===== src/rtl/rv_hazard_ctrl_if.sv =====
// Hazard-controller bundle: ID-stage operand info, pipeline events and the resulting pipeline controls.
interface rv_hazard_ctrl_if #(
    parameter int unsigned REG_ADDR_W = 5,
    parameter int unsigned CNT_W      = 32
) ();
    logic                  id_valid;
    logic [REG_ADDR_W-1:0] id_rs1;
    logic [REG_ADDR_W-1:0] id_rs2;
    logic                  id_rs1_used;
    logic                  id_rs2_used;
    logic [REG_ADDR_W-1:0] id_rd;
    logic                  id_reg_write;
    logic                  id_is_load;
    logic                  branch_taken;
    logic                  dmem_busy;
    logic                  perf_clear;
    logic                  stall;
    logic                  bubble;
    logic                  flush;
    logic                  freeze;
    logic [1:0]            fwd_sel_rs1;
    logic [1:0]            fwd_sel_rs2;
    logic [CNT_W-1:0]      stall_cycles;

    modport master (
        output id_valid, id_rs1, id_rs2, id_rs1_used, id_rs2_used, id_rd,
               id_reg_write, id_is_load, branch_taken, dmem_busy, perf_clear,
        input  stall, bubble, flush, freeze, fwd_sel_rs1, fwd_sel_rs2, stall_cycles
    );

    modport slave (
        input  id_valid, id_rs1, id_rs2, id_rs1_used, id_rs2_used, id_rd,
               id_reg_write, id_is_load, branch_taken, dmem_busy, perf_clear,
        output stall, bubble, flush, freeze, fwd_sel_rs1, fwd_sel_rs2, stall_cycles
    );
endinterface


===== src/rtl/rv_hazard_ctrl.sv =====
// 5-stage RV32I hazard controller: EX/MEM/WB write scoreboard, stall/bubble/flush/freeze,
// EX-aligned forwarding selects and a saturating stall-cycle counter.
module rv_hazard_ctrl #(
    parameter int unsigned REG_ADDR_W = 5,
    parameter bit          FWD_EN     = 1'b1,
    parameter int unsigned CNT_W      = 32
) (
    input logic             clk,
    input logic             reset,
    rv_hazard_ctrl_if.slave hz
);
    localparam int unsigned SB_DEPTH  = 3;
    localparam logic [1:0]  SEL_REG   = 2'd0;
    localparam logic [1:0]  SEL_EXMEM = 2'd1;
    localparam logic [1:0]  SEL_MEMWB = 2'd2;

    typedef struct packed {
        logic                  valid;
        logic [REG_ADDR_W-1:0] rd;
        logic                  wr;
        logic                  load;
    } sb_entry_t;

    sb_entry_t        sb_q [SB_DEPTH];
    sb_entry_t        e0_d;
    logic [1:0]       sel_rs1_q, sel_rs2_q;
    logic [1:0]       sel_rs1_d, sel_rs2_d;
    logic [CNT_W-1:0] stall_cnt_q;
    logic             m0_rs1, m1_rs1, m0_rs2, m1_rs2;
    logic             hazard, stall_raw, load_e0;

    function automatic logic src_match(input sb_entry_t e,
                                       input logic [REG_ADDR_W-1:0] rs,
                                       input logic used);
        return used && (rs != '0) && e.valid && e.wr && (e.rd == rs);
    endfunction

    // WB (sb_q[2]) is never a hazard: the register file is write-before-read.
    always_comb begin
        m0_rs1 = src_match(sb_q[0], hz.id_rs1, hz.id_rs1_used);
        m1_rs1 = src_match(sb_q[1], hz.id_rs1, hz.id_rs1_used);
        m0_rs2 = src_match(sb_q[0], hz.id_rs2, hz.id_rs2_used);
        m1_rs2 = src_match(sb_q[1], hz.id_rs2, hz.id_rs2_used);
        hazard = 1'b0;
        if (FWD_EN)
            hazard = hz.id_valid && (m0_rs1 || m0_rs2) && sb_q[0].load;
        else
            hazard = hz.id_valid && (m0_rs1 || m1_rs1 || m0_rs2 || m1_rs2);
        stall_raw = hazard && !hz.branch_taken && !hz.dmem_busy;
        load_e0   = hz.id_valid && !hazard && !hz.branch_taken;
    end

    // Next EX entry and forwarding selects; youngest producer wins.
    always_comb begin
        e0_d      = '0;
        sel_rs1_d = SEL_REG;
        sel_rs2_d = SEL_REG;
        if (load_e0) begin
            e0_d.valid = 1'b1;
            e0_d.rd    = hz.id_rd;
            e0_d.wr    = hz.id_reg_write && (hz.id_rd != '0);
            e0_d.load  = hz.id_is_load;
            if (FWD_EN) begin
                if (m0_rs1)      sel_rs1_d = SEL_EXMEM;
                else if (m1_rs1) sel_rs1_d = SEL_MEMWB;
                if (m0_rs2)      sel_rs2_d = SEL_EXMEM;
                else if (m1_rs2) sel_rs2_d = SEL_MEMWB;
            end
        end
    end

    always_ff @(posedge clk or posedge reset) begin
        if (reset) begin
            for (int i = 0; i < SB_DEPTH; i++) sb_q[i] <= '0;
            sel_rs1_q <= SEL_REG;
            sel_rs2_q <= SEL_REG;
        end else if (!hz.dmem_busy) begin
            sb_q[2]   <= sb_q[1];
            sb_q[1]   <= sb_q[0];
            sb_q[0]   <= e0_d;
            sel_rs1_q <= sel_rs1_d;
            sel_rs2_q <= sel_rs2_d;
        end
    end

    always_ff @(posedge clk or posedge reset) begin
        if (reset)
            stall_cnt_q <= '0;
        else if (hz.perf_clear)
            stall_cnt_q <= '0;
        else if ((stall_raw || hz.dmem_busy) && (stall_cnt_q != '1))
            stall_cnt_q <= stall_cnt_q + CNT_W'(1);
    end

    assign hz.freeze       = !reset && hz.dmem_busy;
    assign hz.flush        = !reset && hz.branch_taken && !hz.dmem_busy;
    assign hz.bubble       = !reset && !hz.dmem_busy && (hz.branch_taken || hazard);
    assign hz.stall        = !reset && stall_raw;
    assign hz.fwd_sel_rs1  = sel_rs1_q;
    assign hz.fwd_sel_rs2  = sel_rs2_q;
    assign hz.stall_cycles = stall_cnt_q;
endmodule


===== src/flat_wrapper.sv =====
// flat-port wrapper written by rule: the top's interface ports become plain ports
module rv_hazard_ctrl_flat 
#(
    parameter int unsigned REG_ADDR_W = 5,
    parameter bit          FWD_EN     = 1'b1,
    parameter int unsigned CNT_W      = 32
)
  (clk, reset, hz_id_valid, hz_id_rs1, hz_id_rs2, hz_id_rs1_used, hz_id_rs2_used, hz_id_rd, hz_id_reg_write, hz_id_is_load, hz_branch_taken, hz_dmem_busy, hz_perf_clear, hz_stall, hz_bubble, hz_flush, hz_freeze, hz_fwd_sel_rs1, hz_fwd_sel_rs2, hz_stall_cycles);
  rv_hazard_ctrl_if #(.REG_ADDR_W(REG_ADDR_W), .CNT_W(CNT_W)) hz_i ();
  input logic clk;
  input logic reset;
  input wire logic [$bits(hz_i.id_valid)-1:0] hz_id_valid;
  input wire logic [$bits(hz_i.id_rs1)-1:0] hz_id_rs1;
  input wire logic [$bits(hz_i.id_rs2)-1:0] hz_id_rs2;
  input wire logic [$bits(hz_i.id_rs1_used)-1:0] hz_id_rs1_used;
  input wire logic [$bits(hz_i.id_rs2_used)-1:0] hz_id_rs2_used;
  input wire logic [$bits(hz_i.id_rd)-1:0] hz_id_rd;
  input wire logic [$bits(hz_i.id_reg_write)-1:0] hz_id_reg_write;
  input wire logic [$bits(hz_i.id_is_load)-1:0] hz_id_is_load;
  input wire logic [$bits(hz_i.branch_taken)-1:0] hz_branch_taken;
  input wire logic [$bits(hz_i.dmem_busy)-1:0] hz_dmem_busy;
  input wire logic [$bits(hz_i.perf_clear)-1:0] hz_perf_clear;
  output wire logic [$bits(hz_i.stall)-1:0] hz_stall;
  output wire logic [$bits(hz_i.bubble)-1:0] hz_bubble;
  output wire logic [$bits(hz_i.flush)-1:0] hz_flush;
  output wire logic [$bits(hz_i.freeze)-1:0] hz_freeze;
  output wire logic [$bits(hz_i.fwd_sel_rs1)-1:0] hz_fwd_sel_rs1;
  output wire logic [$bits(hz_i.fwd_sel_rs2)-1:0] hz_fwd_sel_rs2;
  output wire logic [$bits(hz_i.stall_cycles)-1:0] hz_stall_cycles;
  assign hz_i.id_valid = hz_id_valid;
  assign hz_i.id_rs1 = hz_id_rs1;
  assign hz_i.id_rs2 = hz_id_rs2;
  assign hz_i.id_rs1_used = hz_id_rs1_used;
  assign hz_i.id_rs2_used = hz_id_rs2_used;
  assign hz_i.id_rd = hz_id_rd;
  assign hz_i.id_reg_write = hz_id_reg_write;
  assign hz_i.id_is_load = hz_id_is_load;
  assign hz_i.branch_taken = hz_branch_taken;
  assign hz_i.dmem_busy = hz_dmem_busy;
  assign hz_i.perf_clear = hz_perf_clear;
  assign hz_stall = hz_i.stall;
  assign hz_bubble = hz_i.bubble;
  assign hz_flush = hz_i.flush;
  assign hz_freeze = hz_i.freeze;
  assign hz_fwd_sel_rs1 = hz_i.fwd_sel_rs1;
  assign hz_fwd_sel_rs2 = hz_i.fwd_sel_rs2;
  assign hz_stall_cycles = hz_i.stall_cycles;
  rv_hazard_ctrl #(.REG_ADDR_W(REG_ADDR_W), .FWD_EN(FWD_EN), .CNT_W(CNT_W)) u_core (.clk(clk), .reset(reset), .hz(hz_i));
endmodule

===== config.mk =====
export PLATFORM = sky130hd
export DESIGN_NAME = rv_hazard_ctrl_flat
export DESIGN_NICKNAME = d
export VERILOG_FILES = /design/src/rtl/rv_hazard_ctrl_if.sv /design/src/rtl/rv_hazard_ctrl.sv /design/src/flat_wrapper.sv
export SDC_FILE = /design/constraint.sdc
export NUM_CORES = 1
export LEC_CHECK = 0
export CAP_MARGIN = 10
export CORE_UTILIZATION = 30
export CTS_CLUSTER_SIZE = 28
export DETAILED_ROUTE_END_ITERATION = 10
export PLACE_DENSITY_LB_ADDON = 0.3
export SKIP_LAST_GASP = 1
export SYNTH_ARGS = -nofsm -noshare
export SYNTH_HDL_FRONTEND = slang
export SYNTH_SLANG_ARGS = --single-unit

===== constraint.sdc =====
create_clock -name clk -period 3.1 [get_ports clk]
set_input_delay 0.775 -clock clk [delete_from_list [all_inputs] [get_ports clk]]
set_output_delay 0.775 -clock clk [all_outputs]
set_load 0.1 [all_outputs]

==> impl_metrics.env, run 1 <==
export IMPL_critPathMaxFanout=3
export IMPL_syn_instance_count=302
export IMPL_clock_path_buffers=2
export IMPL_htreeDepth=2
export IMPL_ioPinCount=65
export IMPL_post_place_ws_ps=-399
export IMPL_die_x_um=102
export IMPL_grt_max_degree=37
export IMPL_path_cells="buf_6, or4_4, o21ai_2, buf_6, nor3_4, o21a_1, a21oi_2, nor3_4, buf_12"
export IMPL_syn_to_final_growth_pct=36.4
export IMPL_synthArstFlopShare=1.00
export IMPL_ys_ff_latch=51
export IMPL_clock_latency_ps=310
export IMPL_wl_per_cell_um=15.0
export IMPL_cts_clk_slew_worst_paths_ps=100
export IMPL_grt_pass1_vias=2594
export IMPL_crit_slowest_cell="or4_4"
export IMPL_maxSlewHeadroom=0.723
export IMPL_hold_violations=0
export IMPL_hp_class="register to register"
export IMPL_die_height_um=102
export IMPL_crit_required_ps=2320
export IMPL_port_buffers=64
export IMPL_syn_nets=328
export IMPL_critPathLaunchType="input pin"
export IMPL_drt_initial_drc_count=145
export IMPL_maxCapViolCount=0
export IMPL_wirelength_um=7860
export IMPL_maxSlewViolCount=0
export IMPL_overflow=0
export IMPL_critical_path_class="input pin to primary output"
export IMPL_vias=2740
export IMPL_numCtsBuffers=5
export IMPL_nNetsFinal=416
export IMPL_finClkSkew_ps=14.3
export IMPL_cpPeakStageDelay_ps=530
export IMPL_setup_viol_count_final=0
export IMPL_setup_ws_ps=2.89
export IMPL_ys_seq_area_frac=0.426
export IMPL_cts_tree="built"
export IMPL_grt_pass1_wl_um=13100
export IMPL_worst_pin_slew_ps=414
export IMPL_p_leak_nw=1.72
export IMPL_yosysUniqueCellTypes=45
export IMPL_cts_sinks=51
export IMPL_initial_core_util=0.308
export IMPL_die_area_um2=10400
export IMPL_gp_congestion=0.821
export IMPL_n_antenna_cell=0
export IMPL_syn_avg_cell_area_um2=9.93
export IMPL_crit_arrival_ps=2320
export IMPL_status="completed"
export IMPL_finalCritPeriodShare=0.999
export IMPL_antenna_found_initial=0
export IMPL_fill_cells=976
export IMPL_synth_edf_count=0
export IMPL_synthesis_area_um2=3000
export IMPL_drive_gt1_frac=0.315
export IMPL_peakVddDrop_uv=157
export IMPL_yosysWarnings=0
export IMPL_p_per_area_nw_per_um2=318
export IMPL_dp_hpwl_um=5660
export IMPL_tns_ps=0
export IMPL_synth_ff_type="dfrtp_1"
export IMPL_cts_hold_buffers=0
export IMPL_core_um2=9730
export IMPL_rows=36
export IMPL_fin_crit_ps=3100
export IMPL_cts_root_buffer="clkbuf_8"
export IMPL_drc=0
export IMPL_ant_nets=0
export IMPL_end_kind="primary output"
export IMPL_drtPass1Iterations=4
export IMPL_gr_usage_all_layers=0.158
export IMPL_rsz0062_at_grt="yes"
export IMPL_via_per_inst=5.23
export IMPL_fmax_mhz=323
-- report_power, final --
group | switching, mW | internal (mW) | total, mW | leakage [nW]
combinational | 0.109 | 0.0992 | 0.209 | 0.972
sequential | 0.0179 | 0.679 | 0.697 | 0.704
clock | 0.238 | 0.158 | 0.396 | 0.0402
total | 0.365 | 0.936 | 1.30 | 1.72
-- synth_stat cells, types with 2 or more instances --
cell      count  area share
a21oi_1      27       0.045
a22o_1        8       0.023
a32o_1        3       0.010
and2_1        2      0.0042
and3_1        2      0.0042
and4_1        5       0.015
buf_4         4       0.010
buf_6         5       0.019
clkbuf_1     12       0.015
dfrtp_1      51        0.43
inv_1         7      0.0088
mux2_2        7       0.026
mux2_4        3       0.015
nand2_1      14       0.018
nand3_1      18       0.030
nand4_1      11       0.023
nand4b_1      2      0.0058
nor2_1       12       0.015
nor2b_1       5       0.010
nor3_1       11       0.018
nor3_2        3       0.010
nor3_4        2       0.011
nor4_1        2      0.0042
o21ai_1       3      0.0050
o31a_1        2      0.0058
o31ai_1      20       0.050
o41ai_1       3      0.0088
or3_1         2      0.0042
or4_1        22       0.055
xnor2_1      14       0.041
xor2_1        6       0.018
-- layer usage --
metal  track usage  vias to the layer above  part of all wire
li1              -                     1331                 -
met1         0.225                     1352              0.48
met2         0.249                       51              0.47
met3        0.0260                        6             0.041
met4        0.0396                        0            0.0066
met5             0                        -                 0
-- cell usage in the layout, fill, tap and decap left out, types with 4 or more instances in the layout --
cell             Yosys  layout
nand3_1             18      18
nor3_4               2       5
nor2_1              12      12
nand2_1             14      14
clkbuf_8             0       5
a22o_1               8       8
inv_1                7       6
buf_12               0       7
mux2_2               7       7
dfrtp_1             51      51
nor2b_1              5       5
and4_1               5       4
or4_1               22      20
clkdlybuf4s50_1      0      14
xnor2_1             14      12
buf_2                0       5
a21oi_1             27      26
xor2_1               6       6
buf_4                4      69
o31ai_1             20      20
nor3_1              11       9
nand4_1             11      11
-- worst max-delay path: cells and delay by family --
family / cells / cell delay, ps
AO/OA/AOI/OAI: 3 / 550
AND/OR/NAND/NOR: 3 / 620
buffers and inverters: 3 / 380
-- registers in the layout, summed over array words and instances (netlist names) --
register,cells
u_core.hz.stall_cycles,32
u_core.sb_q,15
u_core.hz.fwd_sel_rs2,2
u_core.hz.fwd_sel_rs1,2
-- stage by stage --
| stage | instance area [um2] | std cells | utilization | power [mW] | hold slack (ps) |
|---|---|---|---|---|---|
| 2_1_floorplan | 3040 | 302 | - | 0.820 | 479 |
| 3_3_place_gp | 3960 | 511 | 0.407 | 0.913 | 487 |
| 3_5_place_dp | 3960 | 511 | 0.407 | 0.917 | 492 |
| 6_report | 4090 | 524 | 0.420 | 1.30 | 513 |
| 5_1_grt | 4090 | 524 | 0.420 | 1.36 | 526 |
| 4_1_cts | 4070 | 522 | 0.418 | 1.32 | 518 |
-- final timing paths --
check | to | slack (ps) | depth (start not counted) | from
setup reg to reg | u_core.hz.stall_cycles[20] | 650 | 8 | u_core.hz.stall_cycles[0]
min in group asynchronous | u_core.hz.stall_cycles[28] | 1030 | 3 | reset
hold / removal | u_core.hz.fwd_sel_rs1[1] | 510 | 1 | u_core.hz.fwd_sel_rs1[1]
setup / recovery | hz_bubble | 3 | 9 | hz_id_rs2[4]
max in group asynchronous | u_core.hz.stall_cycles[16] | 1770 | 3 | reset
hold reg to reg | u_core.hz.fwd_sel_rs1[1] | 510 | 1 | u_core.hz.fwd_sel_rs1[1]
-- cell type report --
| type | instances | area (um2) | share of cell area |
|---|---|---|---|
| Inverter | 7 | 30.0 | 0.00734 |
| Multi-Input combinational cell | 223 | 1630 | 0.400 |
| Clock buffer | 5 | 68.8 | 0.0168 |
| Clock inverter | 3 | 20.0 | 0.00489 |
| Sequential cell | 51 | 1280 | 0.312 |
| Tap cell | 133 | 166 | 0.0407 |
| Timing Repair Buffer | 102 | 895 | 0.219 |
-- cells by family after synthesis --
kind of cell             Yosys count  share of synthesized area
AND/OR/NAND/NOR                  118                      0.244
AO/OA/AOI/OAI                     73                      0.170
flip-flops                        51                      0.426
buffers and inverters             28                     0.0526
XOR/XNOR                          20                     0.0584
multiplexers                      11                     0.0451
adder cells (fa/ha/maj)            1                    0.00417
-- what timing repair did --
| action | in CTS | in global routing |
|---|---|---|
| resized for setup | 36 | 1 |
| setup endpoints to repair | 2 | 2 |
| setup buffers | 3 | 2 |
| pin swaps | 11 | 4 |
(Power assumes the default switching activity.)
==> run 2, diff against run 1 <==
- CORE_MARGIN: default -> 2
- PLACE_DENSITY: default -> 0.6
- PLACE_DENSITY_LB_ADDON: 0.3 -> default
==> impl_metrics.env, run 2 (synthesis gave the netlist of run 1 again) <==
export IMPL_power_share_clock=0.303
export IMPL_grt_pass1_wl_um=13100
export IMPL_ioPinCount=65
export IMPL_p_sw_frac=0.267
export IMPL_worst_pin_slew_ps=676
export IMPL_layout_commonest_cell="buf_4"
export IMPL_drc=0
export IMPL_die_height_um=104
export IMPL_crit_slowest_cell="or4_4"
export IMPL_p_sw_mw=0.349
export IMPL_cts_hold_buffers=0
export IMPL_place_area_um2=3940
export IMPL_critPathMaxFanout=3
export IMPL_htreeDepth=2
export IMPL_fmax_mhz=328
export IMPL_nNetsFinal=416
export IMPL_status="completed"
export IMPL_gp_congestion=0.787
export IMPL_hp_class="register to register"
export IMPL_internal_power_mw=0.956
export IMPL_combPwrFrac=0.162
export IMPL_maxCapViolCount=0
export IMPL_dp_hpwl_um=5750
export IMPL_syn_to_final_growth_pct=37.1
export IMPL_placed_cells=511
export IMPL_critPathLaunchType="input pin"
export IMPL_crit_required_ps=2320
export IMPL_p_total_mw=1.31
export IMPL_wl_per_cell_um=14.9
export IMPL_vias=2707
export IMPL_gr_usage_all_layers=0.146
export IMPL_hold_slack_ps=510
export IMPL_clock_latency_ps=300
export IMPL_crit_buf_inv=2
export IMPL_post_route_util=0.423
export IMPL_overflow=0
export IMPL_cpPeakStageDelay_ps=440
export IMPL_fill_cells=969
export IMPL_layout_common_cells="buf_4 (71), dfrtp_1 (51), a21oi_1 (26), o31ai_1 (20), or4_1 (20)"
export IMPL_wirelength_um=7810
export IMPL_fin_crit_ps=3050
export IMPL_via_per_inst=5.18
export IMPL_maxSlewViolCount=0
export IMPL_critical_path_class="input pin to primary output"
export IMPL_grt_pass1_vias=2657
export IMPL_postLayoutCellArea_um2=4110
export IMPL_rows=36
export IMPL_die_area_um2=10800
export IMPL_drtPass1Iterations=6
export IMPL_drive_gt1_frac=0.328
export IMPL_cts_root_buffer="clkbuf_8"
export IMPL_largest_reg_flops=32
export IMPL_grt_max_degree=47
export IMPL_numCtsBuffers=5
export IMPL_n_antenna_cell=0
export IMPL_p_seq_frac=0.534
export IMPL_final_cells=523
export IMPL_maxSlewHeadroom=0.548
export IMPL_ant_nets=0
export IMPL_peakVddDrop_uv=158
export IMPL_rsz0062_at_grt="yes"
export IMPL_drt_initial_drc_count=93
export IMPL_path_cells="clkdlybuf4s15_1, or4_4, o21ai_4, nor3_4, o21a_1, a21oi_2, nor3_4, buf_12"
export IMPL_cts_sinks=51
export IMPL_port_buffers=64
export IMPL_crit_top_cell="nor3_4"
export IMPL_p_leak_nw=1.74
export IMPL_crit_arrival_ps=2270
export IMPL_finalCritPeriodShare=0.983
export IMPL_critPathTopFamily="compound AO/OA/AOI/OAI gates"
export IMPL_setup_viol_count_final=0
export IMPL_end_kind="primary output"
export IMPL_initial_core_util=0.308
export IMPL_p_per_area_nw_per_um2=317
export IMPL_cts_tree="built"
export IMPL_clock_path_buffers=2
export IMPL_finClkSkew_ps=10.9
export IMPL_die_x_um=104
export IMPL_hold_violations=0
export IMPL_antenna_found_initial=0
export IMPL_core_um2=9730
export IMPL_cts_clk_slew_worst_paths_ps=90
==> run 2: cell count changes in the layout (fill, tap and decap cells not counted), moves of 2 or more <==
cell | previous run | this run
buf_4 | 69 | 71
clkinvlp_4 | 3 | 1
dlygate4sd2_1 | 2 | 0
xnor2_1 | 12 | 9
xnor2_2 | 2 | 5
==> run 2: cell type report <==
| type | instances | area [um2] | area share |
|---|---|---|---|
| multi-input combinational | 223 | 1670 | 0.406 |
| clock buffer | 6 | 82.6 | 0.0201 |
| inverter | 7 | 30.0 | 0.00730 |
| tap | 133 | 166 | 0.0405 |
| clock inverter | 1 | 5.00 | 0.00122 |
| timing repair buffer | 102 | 883 | 0.215 |
| sequential | 51 | 1280 | 0.310 |
==> run 2: path summary, 6_finish.rpt <==
check,start,to,slack [ps],cells after the start
worst max-delay path,hz_id_rs2[0],hz_bubble,50,8
worst min-delay path,u_core.hz.fwd_sel_rs2[1],u_core.hz.fwd_sel_rs2[1],510,1
max in group asynchronous,reset,u_core.hz.stall_cycles[13],1450,3
worst max register to register,u_core.hz.stall_cycles[14],u_core.hz.stall_cycles[15],620,9
worst min register to register,u_core.hz.fwd_sel_rs2[1],u_core.hz.fwd_sel_rs2[1],510,1
min in group asynchronous,reset,u_core.sb_q[16],830,2
==> run 2: power groups by stage <==
stage	Combinational (mW)	Clock (mW)	Sequential, mW
2_1_floorplan	0.105	0	0.715
3_3_place_gp	0.202	0	0.709
3_5_place_dp	0.205	0	0.710
4_1_cts	0.210	0.410	0.697
5_1_grt	0.230	0.436	0.700
6_report	0.212	0.396	0.698
==> run 2: layer usage <==
layer / part of all wire / vias to the layer above / GRT usage
met5: 0 / - / 0
met3: 0.032 / 9 / 0.0244
li1: - / 1328 / -
met1: 0.47 / 1326 / 0.202
met4: 0.013 / 0 / 0.0396
met2: 0.48 / 44 / 0.237
==> run 2: per-stage QoR <==
stage / worst slack (ps) / setup TNS, ps
2_1_floorplan: -36.0 / -36.0
3_3_place_gp: -413 / -1020
3_5_place_dp: -413 / -1120
4_1_cts: -11.9 / -14.1
5_1_grt: -20.1 / -20.1
6_report: 53.5 / 0
==> run 2: repair_timing <==
action,in CTS,in global routing
gates resized for setup,42,7
pin swaps,12,13
endpoints found under the setup margin,2,2
buffers inserted,3,2
endpoints found under the hold margin,0,0
==> run 3, diff against run 2 <==
- CAP_MARGIN: 10 -> default
- GPL_ROUTABILITY_DRIVEN: default -> 0
==> results of run 3 <==
No change in the layout: final DEF, timing and power equal those of run 2.
